### src/rtl/mc_datapath_p_pkg.sv
// Shared encodings for the parametrised multicycle datapath: mux selects, ALU ops,
// immediate formats, multiplier FSM states and the reset instruction.
package mc_dp_pkg;

  typedef enum logic [1:0] {
    RES_ALUOUT = 2'd0,
    RES_MDR    = 2'd1,
    RES_ALU    = 2'd2,
    RES_MUL    = 2'd3
  } res_sel_e;

  typedef enum logic [1:0] {
    SRCA_PC    = 2'd0,
    SRCA_OLDPC = 2'd1,
    SRCA_A     = 2'd2,
    SRCA_ZERO  = 2'd3
  } srca_sel_e;

  typedef enum logic [1:0] {
    SRCB_B    = 2'd0,
    SRCB_IMM  = 2'd1,
    SRCB_FOUR = 2'd2,
    SRCB_ZERO = 2'd3
  } srcb_sel_e;

  typedef enum logic {
    ADDR_PC     = 1'b0,
    ADDR_ALUOUT = 1'b1
  } addr_sel_e;

  typedef enum logic [2:0] {
    EXT_I = 3'd0,
    EXT_S = 3'd1,
    EXT_B = 3'd2,
    EXT_J = 3'd3,
    EXT_U = 3'd4
  } ext_sel_e;

  typedef enum logic [3:0] {
    ALU_ADD  = 4'd0,
    ALU_SUB  = 4'd1,
    ALU_AND  = 4'd2,
    ALU_OR   = 4'd3,
    ALU_XOR  = 4'd4,
    ALU_SLT  = 4'd5,
    ALU_SLTU = 4'd6,
    ALU_SLL  = 4'd7,
    ALU_SRL  = 4'd8,
    ALU_SRA  = 4'd9
  } alu_op_e;

  typedef enum logic [1:0] {
    MUL_IDLE = 2'd0,
    MUL_RUN  = 2'd1,
    MUL_DONE = 2'd2
  } mul_state_e;

  localparam logic [31:0] NOP_INSTR = 32'h0000_0013;

  // 32-bit sign-extended immediate; caller widens to XLEN
  function automatic logic [31:0] imm32(input logic [31:0] ins, input logic [2:0] sel);
    logic [31:0] v;
    v = '0;
    case (sel)
      EXT_I:   v = {{20{ins[31]}}, ins[31:20]};
      EXT_S:   v = {{20{ins[31]}}, ins[31:25], ins[11:7]};
      EXT_B:   v = {{19{ins[31]}}, ins[31], ins[7], ins[30:25], ins[11:8], 1'b0};
      EXT_J:   v = {{11{ins[31]}}, ins[31], ins[19:12], ins[20], ins[30:21], 1'b0};
      EXT_U:   v = {ins[31:12], 12'b0};
      default: v = '0;
    endcase
    return v;
  endfunction

endpackage

### src/rtl/mc_datapath_p_if.sv
// Memory-side bus of the multicycle datapath; master = datapath, slave = memory/controller side.
interface mc_datapath_p_if #(
  parameter int unsigned XLEN = 32
) ();
  logic            mem_req;
  logic            mem_rvalid;
  logic [XLEN-1:0] read_data;
  logic [XLEN-1:0] addr;
  logic [XLEN-1:0] write_data;
  logic            mem_stall;

  modport master (
    input  mem_req, mem_rvalid, read_data,
    output addr, write_data, mem_stall
  );

  modport slave (
    output mem_req, mem_rvalid, read_data,
    input  addr, write_data, mem_stall
  );
endinterface

### src/rtl/mc_datapath_p_mul.sv
// Iterative shift-add multiplier (XLEN iterations, low XLEN bits of product).
// Only instantiated when MC_DP_MUL_EN is defined.
module mc_dp_mul
  import mc_dp_pkg::*;
#(
  parameter int unsigned XLEN = 32
) (
  input  logic            i_clk,
  input  logic            i_rst_n,
  input  logic            i_start,
  input  logic [XLEN-1:0] i_a,
  input  logic [XLEN-1:0] i_b,
  output logic            o_busy,
  output logic            o_done,
  output logic [XLEN-1:0] o_result
);

  localparam int unsigned CNT_W = $clog2(XLEN) + 1;

  mul_state_e       r_state, w_state_nxt;
  logic [XLEN-1:0]  r_mcand, r_mplier, r_acc, r_result;
  logic [CNT_W-1:0] r_count;
  logic             w_load, w_step, w_busy, w_done;

  always_ff @(posedge i_clk or negedge i_rst_n) begin
    if (!i_rst_n) r_state <= MUL_IDLE;
    else          r_state <= w_state_nxt;
  end

  always_comb begin
    w_state_nxt = r_state;
    w_load      = 1'b0;
    w_step      = 1'b0;
    w_busy      = 1'b0;
    w_done      = 1'b0;
    case (r_state)
      MUL_IDLE: begin
        if (i_start) begin
          w_load      = 1'b1;
          w_state_nxt = MUL_RUN;
        end
      end
      MUL_RUN: begin
        w_busy = 1'b1;
        w_step = 1'b1;
        if (r_count == CNT_W'(XLEN - 1)) w_state_nxt = MUL_DONE;
      end
      MUL_DONE: begin
        w_busy      = 1'b1;
        w_done      = 1'b1;
        w_state_nxt = MUL_IDLE;
      end
      default: w_state_nxt = MUL_IDLE;
    endcase
  end

  always_ff @(posedge i_clk or negedge i_rst_n) begin
    if (!i_rst_n) begin
      r_mcand  <= '0;
      r_mplier <= '0;
      r_acc    <= '0;
      r_count  <= '0;
      r_result <= '0;
    end else begin
      if (w_load) begin
        r_mcand  <= i_a;
        r_mplier <= i_b;
        r_acc    <= '0;
        r_count  <= '0;
      end else if (w_step) begin
        if (r_mplier[0]) r_acc <= r_acc + r_mcand;
        r_mcand  <= r_mcand << 1;
        r_mplier <= r_mplier >> 1;
        r_count  <= r_count + 1'b1;
      end
      if (w_done) r_result <= r_acc;
    end
  end

  assign o_busy   = w_busy;
  assign o_done   = w_done;
  assign o_result = r_result;

endmodule

### src/rtl/mc_datapath_p.sv
// Parametrised (XLEN) multicycle RISC-V datapath: PC/OldPC/IR/MDR/A/B/ALUOut, register file, ALU.
// Optional iterative multiplier built only when MC_DP_MUL_EN is defined.
module mc_datapath_p
  import mc_dp_pkg::*;
#(
  parameter int unsigned     XLEN     = 32,
  parameter logic [XLEN-1:0] RESET_PC = '0
) (
  input  logic                  clk,
  input  logic                  rst,
  input  logic [1:0]            sel_result,
  input  logic                  we_rf,
  input  logic [2:0]            sel_ext,
  input  logic [3:0]            alu_control,
  input  logic                  sel_mem_addr,
  input  logic [1:0]            sel_alu_src_a,
  input  logic [1:0]            sel_alu_src_b,
  input  logic                  we_ir,
  input  logic                  we_pc,
  input  logic                  mul_start,
  output logic                  zero,
  output logic [31:0]           instr,
  output logic                  mul_busy,
  output logic                  mul_done,
  mc_datapath_p_if.master       mem_bus
);

  localparam int unsigned SHW = $clog2(XLEN);

  logic [XLEN-1:0] r_pc, r_oldpc, r_mdr, r_a, r_b, r_aluout;
  logic [31:0]     r_ir;
  logic [XLEN-1:0] r_rf [32];

  logic [4:0]      w_rs1, w_rs2, w_rd;
  logic [XLEN-1:0] w_rd1, w_rd2, w_imm, w_src_a, w_src_b, w_alu, w_result, w_mul_result;
  logic [31:0]     w_imm32;
  logic [SHW-1:0]  w_shamt;
  logic            w_mul_busy, w_mul_done;

  assign w_rs1 = r_ir[19:15];
  assign w_rs2 = r_ir[24:20];
  assign w_rd  = r_ir[11:7];

  // Not reset; x0 is never written and is forced to zero on read
  always_ff @(posedge clk) begin
    if (we_rf && (w_rd != 5'd0)) r_rf[w_rd] <= w_result;
  end

  assign w_rd1 = (w_rs1 == 5'd0) ? '0 : r_rf[w_rs1];
  assign w_rd2 = (w_rs2 == 5'd0) ? '0 : r_rf[w_rs2];

  assign w_imm32 = imm32(r_ir, sel_ext);
  assign w_imm   = XLEN'($signed(w_imm32));

  always_comb begin
    w_src_a = '0;
    case (sel_alu_src_a)
      SRCA_PC:    w_src_a = r_pc;
      SRCA_OLDPC: w_src_a = r_oldpc;
      SRCA_A:     w_src_a = r_a;
      default:    w_src_a = '0;
    endcase
  end

  always_comb begin
    w_src_b = '0;
    case (sel_alu_src_b)
      SRCB_B:    w_src_b = r_b;
      SRCB_IMM:  w_src_b = w_imm;
      SRCB_FOUR: w_src_b = XLEN'(4);
      default:   w_src_b = '0;
    endcase
  end

  assign w_shamt = w_src_b[SHW-1:0];

  always_comb begin
    w_alu = '0;
    case (alu_control)
      ALU_ADD:  w_alu = w_src_a + w_src_b;
      ALU_SUB:  w_alu = w_src_a - w_src_b;
      ALU_AND:  w_alu = w_src_a & w_src_b;
      ALU_OR:   w_alu = w_src_a | w_src_b;
      ALU_XOR:  w_alu = w_src_a ^ w_src_b;
      ALU_SLT:  w_alu = XLEN'($signed(w_src_a) < $signed(w_src_b));
      ALU_SLTU: w_alu = XLEN'(w_src_a < w_src_b);
      ALU_SLL:  w_alu = w_src_a << w_shamt;
      ALU_SRL:  w_alu = w_src_a >> w_shamt;
      ALU_SRA:  w_alu = $unsigned($signed(w_src_a) >>> w_shamt);
      default:  w_alu = '0;
    endcase
  end

  assign zero = (w_alu == '0);

  always_comb begin
    w_result = '0;
    case (sel_result)
      RES_ALUOUT: w_result = r_aluout;
      RES_MDR:    w_result = r_mdr;
      RES_ALU:    w_result = w_alu;
      default:    w_result = w_mul_result;
    endcase
  end

  always_ff @(posedge clk or negedge rst) begin
    if (!rst) begin
      r_pc     <= RESET_PC;
      r_oldpc  <= RESET_PC;
      r_ir     <= NOP_INSTR;
      r_mdr    <= '0;
      r_a      <= '0;
      r_b      <= '0;
      r_aluout <= '0;
    end else begin
      if (we_pc) r_pc <= w_result;
      // A fetch request only completes when the memory returns data
      if (we_ir && mem_bus.mem_rvalid) begin
        r_ir    <= mem_bus.read_data[31:0];
        r_oldpc <= r_pc;
      end
      if (mem_bus.mem_rvalid) r_mdr <= mem_bus.read_data;
      r_a      <= w_rd1;
      r_b      <= w_rd2;
      r_aluout <= w_alu;
    end
  end

  assign instr              = r_ir;
  assign mem_bus.addr       = (sel_mem_addr == ADDR_ALUOUT) ? r_aluout : r_pc;
  assign mem_bus.write_data = r_b;
  assign mem_bus.mem_stall  = mem_bus.mem_req && !mem_bus.mem_rvalid;

`ifdef MC_DP_MUL_EN
  mc_dp_mul #(
    .XLEN(XLEN)
  ) u_mul (
    .i_clk    (clk),
    .i_rst_n  (rst),
    .i_start  (mul_start),
    .i_a      (r_a),
    .i_b      (r_b),
    .o_busy   (w_mul_busy),
    .o_done   (w_mul_done),
    .o_result (w_mul_result)
  );
`else
  logic w_unused_mul_start;
  assign w_unused_mul_start = mul_start;
  assign w_mul_busy         = 1'b0;
  assign w_mul_done         = 1'b0;
  assign w_mul_result       = '0;
`endif

  assign mul_busy = w_mul_busy;
  assign mul_done = w_mul_done;

endmodule

### src/flat_wrapper.sv
// flat-port wrapper written by rule: the top's interface ports become plain ports
module mc_datapath_p_flat import mc_dp_pkg::*;
#(
  parameter int unsigned     XLEN     = 32,
  parameter logic [XLEN-1:0] RESET_PC = '0
)
  (clk, rst, sel_result, we_rf, sel_ext, alu_control, sel_mem_addr, sel_alu_src_a, sel_alu_src_b, we_ir, we_pc, mul_start, zero, instr, mul_busy, mul_done, mem_bus_mem_req, mem_bus_mem_rvalid, mem_bus_read_data, mem_bus_addr, mem_bus_write_data, mem_bus_mem_stall);
  mc_datapath_p_if #(.XLEN(XLEN)) mem_bus_i ();
  input  logic clk;
  input  logic rst;
  input  logic [1:0] sel_result;
  input  logic we_rf;
  input  logic [2:0] sel_ext;
  input  logic [3:0] alu_control;
  input  logic sel_mem_addr;
  input  logic [1:0] sel_alu_src_a;
  input  logic [1:0] sel_alu_src_b;
  input  logic we_ir;
  input  logic we_pc;
  input  logic mul_start;
  output logic zero;
  output logic [31:0] instr;
  output logic mul_busy;
  output logic mul_done;
  input wire logic [$bits(mem_bus_i.mem_req)-1:0] mem_bus_mem_req;
  input wire logic [$bits(mem_bus_i.mem_rvalid)-1:0] mem_bus_mem_rvalid;
  input wire logic [$bits(mem_bus_i.read_data)-1:0] mem_bus_read_data;
  output wire logic [$bits(mem_bus_i.addr)-1:0] mem_bus_addr;
  output wire logic [$bits(mem_bus_i.write_data)-1:0] mem_bus_write_data;
  output wire logic [$bits(mem_bus_i.mem_stall)-1:0] mem_bus_mem_stall;
  assign mem_bus_i.mem_req = mem_bus_mem_req;
  assign mem_bus_i.mem_rvalid = mem_bus_mem_rvalid;
  assign mem_bus_i.read_data = mem_bus_read_data;
  assign mem_bus_addr = mem_bus_i.addr;
  assign mem_bus_write_data = mem_bus_i.write_data;
  assign mem_bus_mem_stall = mem_bus_i.mem_stall;
  mc_datapath_p #(.XLEN(XLEN), .RESET_PC(RESET_PC)) u_core (.clk(clk), .rst(rst), .sel_result(sel_result), .we_rf(we_rf), .sel_ext(sel_ext), .alu_control(alu_control), .sel_mem_addr(sel_mem_addr), .sel_alu_src_a(sel_alu_src_a), .sel_alu_src_b(sel_alu_src_b), .we_ir(we_ir), .we_pc(we_pc), .mul_start(mul_start), .zero(zero), .instr(instr), .mul_busy(mul_busy), .mul_done(mul_done), .mem_bus(mem_bus_i));
endmodule
### config.mk
export PLATFORM = sky130hd
export DESIGN_NAME = mc_datapath_p_flat
export DESIGN_NICKNAME = d
export VERILOG_FILES = /design/src/rtl/mc_datapath_p_pkg.sv /design/src/rtl/mc_datapath_p_if.sv /design/src/rtl/mc_datapath_p_mul.sv /design/src/rtl/mc_datapath_p.sv /design/src/flat_wrapper.sv
export SDC_FILE = /design/constraint.sdc
export NUM_CORES = 2
export LEC_CHECK = 0
export BUFFER_PORTS_ARGS = -buffer_cell sky130_fd_sc_hd__buf_2
export CORE_MARGIN = 1.5
export CORE_UTILIZATION = 25
export DETAILED_ROUTE_END_ITERATION = 10
export HOLD_SLACK_MARGIN = 0.08
export SYNTH_ARGS = -nofsm -noshare
export SYNTH_HDL_FRONTEND = slang
export SYNTH_SLANG_ARGS = --single-unit
### constraint.sdc
create_clock -name clk -period 8.4 [get_ports clk]
set_input_delay 0.84 -clock clk [delete_from_list [all_inputs] [get_ports clk]]
set_output_delay 0.84 -clock clk [all_outputs]
set_load 0.01 [all_outputs]
Yosys cells after proc, flatten, opt, wreduce, memory -nomap -nowiden
Memories as Yosys holds them, arrays and structs flattened.
Cells that the tools add are included.
Operators by class
  bitwise gates (word level): 3
  reduce and logical (&&, ||, !) cells: 13
  eq/ne operators: 19
  add/sub/neg operators: 2
  multiplexer cells: 10
  shift-type cells: 3
  magnitude comparators: 2
Operator list (count)
  one-hot mux 32 bit (10 select lines): 1
  one-hot mux 32 bit (3 select lines): 3
  one-hot mux 32 bit (5 select lines): 1
  2-to-1 mux 32 bit: 3
  less-than comparator 32 bit: 2
  adder 32 bit: 1
  bitwise AND 32 bit: 1
  logical NOT 32 bit: 1
  OR 32 bit: 1
  left shift 32 x 5 -> 32 bit: 1
  >> shifter 32 x 5 -> 32 bit: 1
  >>> shifter 32 x 5 -> 32 bit: 1
  subtractor 32 bit: 1
  bitwise XOR 32 bit: 1
  equality test 4 x 3 -> 1 bit, second input constant: 4
  logical NOT 5 bit: 2
  equality test 4 x 2 -> 1 bit, second input constant: 2
  equality test 4 bit, second input constant: 2
  equality test 2 x 1 -> 1 bit, second input constant: 3
  equality test 2 bit, second input constant: 3
  equality test 3 x 2 -> 1 bit, second input constant: 2
  logical NOT 2 bit: 3
  nonzero test 5 bit: 1
  equality test 4 x 1 -> 1 bit, second input constant: 1
  7 further kinds: 10
Storage, ports and cells
  output and inout port bits: 100
  memories kept: 1
  input port bits: 54
  bits in registers: 224
  RAM bits: 1024
Memory list
  u_core.r_rf: depth 32, width 32, rd ports 2, clocked after Yosys merged registers in 0, wr ports 1, RTL line mc_datapath_p.sv:32  | logic [XLEN-1:0] r_rf [32];

Depth between registers and ports, before layout
  depth after elaboration: 6
  depth in mapped cells: 24
  mapped depth without buffers: 19

Least setup slack after synthesis
Ideal clock, no wire load.
  path type: input -> register
  start: input port sel_ext[1]
  end: memory u_core.r_rf[0][29], data pin
  slack: 1336 ps
  setup time: 461 ps
  arrival time: 6602 ps
  stages: 20
  path buffers: 5
  cell sequence: buf_4 xnor2_4 mux2_2 or2_2 clkbuf_1 buf_2 buf_2 buf_1 ha_1 a211o_1 a311oi_1 a21oi_1 o21bai_1 o21ai_0 o41ai_1 nor2_1 a221oi_1 a211o_1 mux2i_1 o21ai_0
On the way
  cells in the longest elaborated chain, start to end: 6
  elaborated cells on any way between the ends: 17
  those cells by class: 2 x add/sub; 4 x eq/ne; 3 x shift; 4 x mux; 3 x bitwise; 1 x reduce/logical
Ends and longest elaborated chain
  start, declared: RTL line flat_wrapper.sv:13  | input logic [2:0] sel_ext;
  equality test 3 bit, or another cell as far along: RTL line mc_datapath_p_pkg.sv:64  | case (sel)
  one-hot mux 32 bit (5 select lines) *: RTL line mc_datapath_p_pkg.sv:64
  one-hot mux 32 bit (3 select lines) *: RTL line mc_datapath_p.sv:67  | case (sel_alu_src_b)
  subtractor 32 bit, or another cell as far along: RTL line mc_datapath_p.sv:81  | ALU_SUB: w_alu = w_src_a - w_src_b;
  one-hot mux 32 bit (10 select lines) *: RTL line mc_datapath_p.sv:79  | case (alu_control)
  net u_core.w_alu[29]: RTL line mc_datapath_p.sv:35  | logic [XLEN-1:0] w_rd1, w_rd2, w_imm, w_src_a, w_src_b, w_alu, w_result, w_mul_result;
  one-hot mux 32 bit (3 select lines) *: RTL line mc_datapath_p.sv:98  | case (sel_result)
  net u_core.w_result[29]: RTL line mc_datapath_p.sv:35
  end, declared: RTL line mc_datapath_p.sv:32
The timed path passes the listed nets; every way through them passes the cells marked *.

Worst setup path after layout
  start: register u_core.r_ir[22], in the netlist u_core.instr[22]
  end: output port zero
On the way
  cells in the longest elaborated chain, start to end: 5
  elaborated cells on any way between the ends: 14
  those cells by class: 2 x add/sub; 2 x order compare; 3 x shift; 3 x mux; 3 x bitwise; 1 x reduce/logical
Ends and longest elaborated chain
  start, declared: RTL line mc_datapath_p.sv:31  | logic [31:0] r_ir;
  start signal, assigned: RTL line mc_datapath_p.sv:119  | r_ir <= mem_bus.read_data[31:0];
  one-hot mux 32 bit (5 select lines) *: RTL line mc_datapath_p_pkg.sv:64
  one-hot mux 32 bit (3 select lines) *: RTL line mc_datapath_p.sv:67
  subtractor 32 bit, or another cell as far along: RTL line mc_datapath_p.sv:81
  one-hot mux 32 bit (10 select lines) *: RTL line mc_datapath_p.sv:79
  net u_core.w_alu[17]: RTL line mc_datapath_p.sv:35
  logical NOT 32 bit *: RTL line mc_datapath_p.sv:94  | assign zero = (w_alu == '0);
  end, declared: RTL line flat_wrapper.sv:21  | output logic zero;
Marked as above.

==> flow_summary.toml <==
[setup_path]
worstRegToRegCells = 17
critPathKind = "reg -> out"
slowest_delay_ns = 0.72
critical_path.startpoint_type = "flop"
crit_arrival_ns = 7.11
worst-path-max-fanout = 14
crit_family = "simple AND/OR/NAND/NOR gates"
cp-end-kind = "output pin"
worstPathCellList = "nor4bb_1 > mux2i_1 > nand2_2 > ha_1 > or2_2 > a311oi_1 > buf_4 > a211o_1 > a211o_1 > a21oi_1 > o21ai_0 > a22oi_1 > or4_1 > nor4_1 > nand4_1 > or4_1 > nor2_1 > buf_4 > buf_2"
cp.depth = 19
crit_buf_inv = 3
crit_slowest_cell = "mux2i_1"
cp.required_ns = 7.56

[route]
wl_mm = 245
vias = 44100
wl_per_cell_um = 30.1
drtIter0Drc = 5192
via_per_inst = 5.42
final_antenna_net_count = 0
first_pass_iters = 6
drc_errors = 0

[power]
p_per_area_mw_per_mm2 = 261
vdd_drop_max_uv = 206
p_leak_nw = 26.5

[logic_synthesis]
yosys_register_bits = 1248
synth_flop_cell = "edfxtp_1"
synth_warnings = 0
netlist_area_sq_mm = 0.0657
yosysUniqueCellTypes = 91
syn_avg_cell_area_sq_um = 15.3
netlist_instances = 4304
synth_edf_count = 1024
seq_area_frac_synth_pct = 55.3
synthArstFlopShare_pct = 17.9

[layout]
register_area_sq_mm = 0.0364
multiInputGateArea_sq_mm = 0.0281
syn2layout_area_growth_pct = 16.3
fillCellCount = 26200
fin_nets = 4668
drive_above_1_share_pct = 31.6

[clock_tree]
postCtsResizedCells = 0
cts_tree = "built"
cts_inserted_buffers = 136
post_cts_buffers = 0
cts_max_level = 4
clock_path_buffers = 3
clock_latency_ns = 0.79
cts_hold_buf = 0
clock_sinks = 1248
clkTransAtPathRegs_ns = 0.06
clock-root-buffer = "clkbuf_16"

[placed_design]
io_buffers = 150
dp_hpwl_mm = 164
place.gp.congestion = 0.968

[floorplanning]
start_util_pct = 25.1
pin_count = 154
die_h_um = 516
core_region_area_sq_mm = 0.262
rows = 188
die_x_um = 516
dieArea_sq_mm = 0.266

[sta]
worst_pin_slew_ns = 1.30
finalCritPeriodShare_pct = 94.7
rsz0062_at_grt = "no"
finalHoldViolations = 0
clock.fmax_ghz = 0.126
setup_viol = 0
period_needed_ns = 7.95
finClkSkew_ns = 0.0843
slew_violations = 0
setup_tns_ns = 0
slew_headroom_pct = 13.4
whs_ns = 0.113

[worst_hold_path]
hp-class = "in -> async"

[global_routing]
grt_max_degree = 138
antenna_found_initial = 23
grt_pass1_vias = 44000
grt_usage_pct = 18.1
overflow = 0
grt_pass1_wl_mm = 343

[run]
drv_cap = 0

[outcome]
status = "finished, final reports clean"
## Yosys cell counts, types with 10 or more instances
cell,instances,area [sq um]
a211o_1,17,149
a211oi_1,32,240
a21o_1,13,97.6
a21oi_1,173,866
a221oi_1,38,333
a22o_1,13,114
a22oi_1,19,143
a2bb2oi_1,18,158
a31oi_1,23,144
and2_1,13,81.3
buf_1,87,327
buf_2,22,110
buf_4,10,75.1
clkbuf_1,211,792
dfrtp_1,221,5530
edfxtp_1,1024,30700
ha_1,98,1230
inv_1,118,443
mux2_2,205,2310
mux2i_1,260,2600
mux4_2,580,13100
nand2_1,197,739
nand2b_1,18,113
nand3_1,44,220
nand4_1,12,75.1
nor2_1,286,1070
nor2b_1,17,106
nor3_1,39,195
nor4_1,13,81.3
nor4bb_1,10,100
o2111ai_1,13,114
o211ai_1,27,203
o21a_1,30,225
o21ai_0,134,671
o221ai_1,29,254
o22ai_1,53,332
o2bb2ai_1,13,114
o31ai_1,10,75.1
or2_2,10,62.6
or3_1,12,75.1
xnor2_1,10,87.6
## flip-flops by register name, indices dropped and copies added (netlist names)
register / count
u_core.r_pc: 32
u_core.r_rf: 1024
u_core.r_mdr: 32
u_core.mem_bus.write_data: 32
u_core.instr: 32
u_core.r_oldpc: 32
u_core.r_a: 32
u_core.r_aluout: 32
## routing by layer
metal  vias to the layer above  share of wire, %  track usage (%)  routed length [um]
met5                         -             0.014                0                  34
met4                         6               4.4             7.34               10700
met3                       444               8.1             3.46               19800
met2                      2326                48             29.4              117000
met1                     23500                40             23.6               98100
li1                      17900                 -                -                   -
## through the flow
step	utilization [%]	setup WS [ns]	total power [mW]	instance area [sq um]	cells
2_1_floorplan	-	1.34	11.3	65900	4337
3_3_place_gp	27.4	0.645	13.9	71900	7891
3_5_place_dp	27.4	0.713	13.9	71900	7891
4_1_cts	29.2	0.644	19.9	76400	8140
5_1_grt	29.2	0.248	20.6	76400	8145
6_report	29.2	0.447	19.9	76400	8149
## worst paths after layout
path	from	end	slack, ns
max in group asynchronous	rst	u_core.instr[16]	6.72
max	u_core.instr[22]	zero	0.45
min reg2reg	u_core.instr[5]	u_core.instr[5]	0.50
min in group clk	mem_bus_read_data[26]	u_core.instr[26]	0.31
min	rst	u_core.mem_bus.write_data[27]	0.11
max reg2reg	u_core.instr[22]	u_core.r_rf[3][19]	2.03
## cells by family (layout without fill, tap and decap cells)
group,Yosys count,after routing,share of synthesized area (%)
AND/OR/NAND/NOR,701,701,4.80
buffers and inverters,454,742,2.73
multiplexers,1047,1047,27.4
XOR/XNOR,13,13,0.202
adder cells (fa/ha/maj),100,100,1.93
other,1,43,0.00570
AO/OA/AOI/OAI,740,740,7.64
flip-flops,1248,1248,55.3
## cells in the final DEF, fill, tap and decap left out, types with 98 or more instances in the layout
master,netlist,layout
edfxtp_1,1024,1024
mux4_2,580,580
mux2i_1,260,260
nor2_1,286,252
buf_4,10,212
dfrtp_1,221,211
mux2_2,205,205
nand2_1,197,194
a21oi_1,173,173
buf_2,22,149
clkbuf_16,0,139
inv_1,118,117
o21ai_0,134,115
ha_1,98,98
## cell type report
cell class              instances  area share (%)
clock inverters                77            1.10
clock buffers                 172            4.79
multi-input cells            2635            36.8
repair buffers                373            3.37
diodes                          9          0.0295
well taps                    3515            5.75
inverters                     120           0.589
flip-flops and latches       1248            47.6
## power by group
part | total, mW | switching (mW) | internal [mW] | leakage [nW]
clock network | 6.04 | 2.60 | 3.44 | 2.19
logic | 6.08 | 3.79 | 2.29 | 12.2
registers | 7.81 | 0.414 | 7.40 | 12.1
No activity file was read; power rests on OpenSTA's default activity.
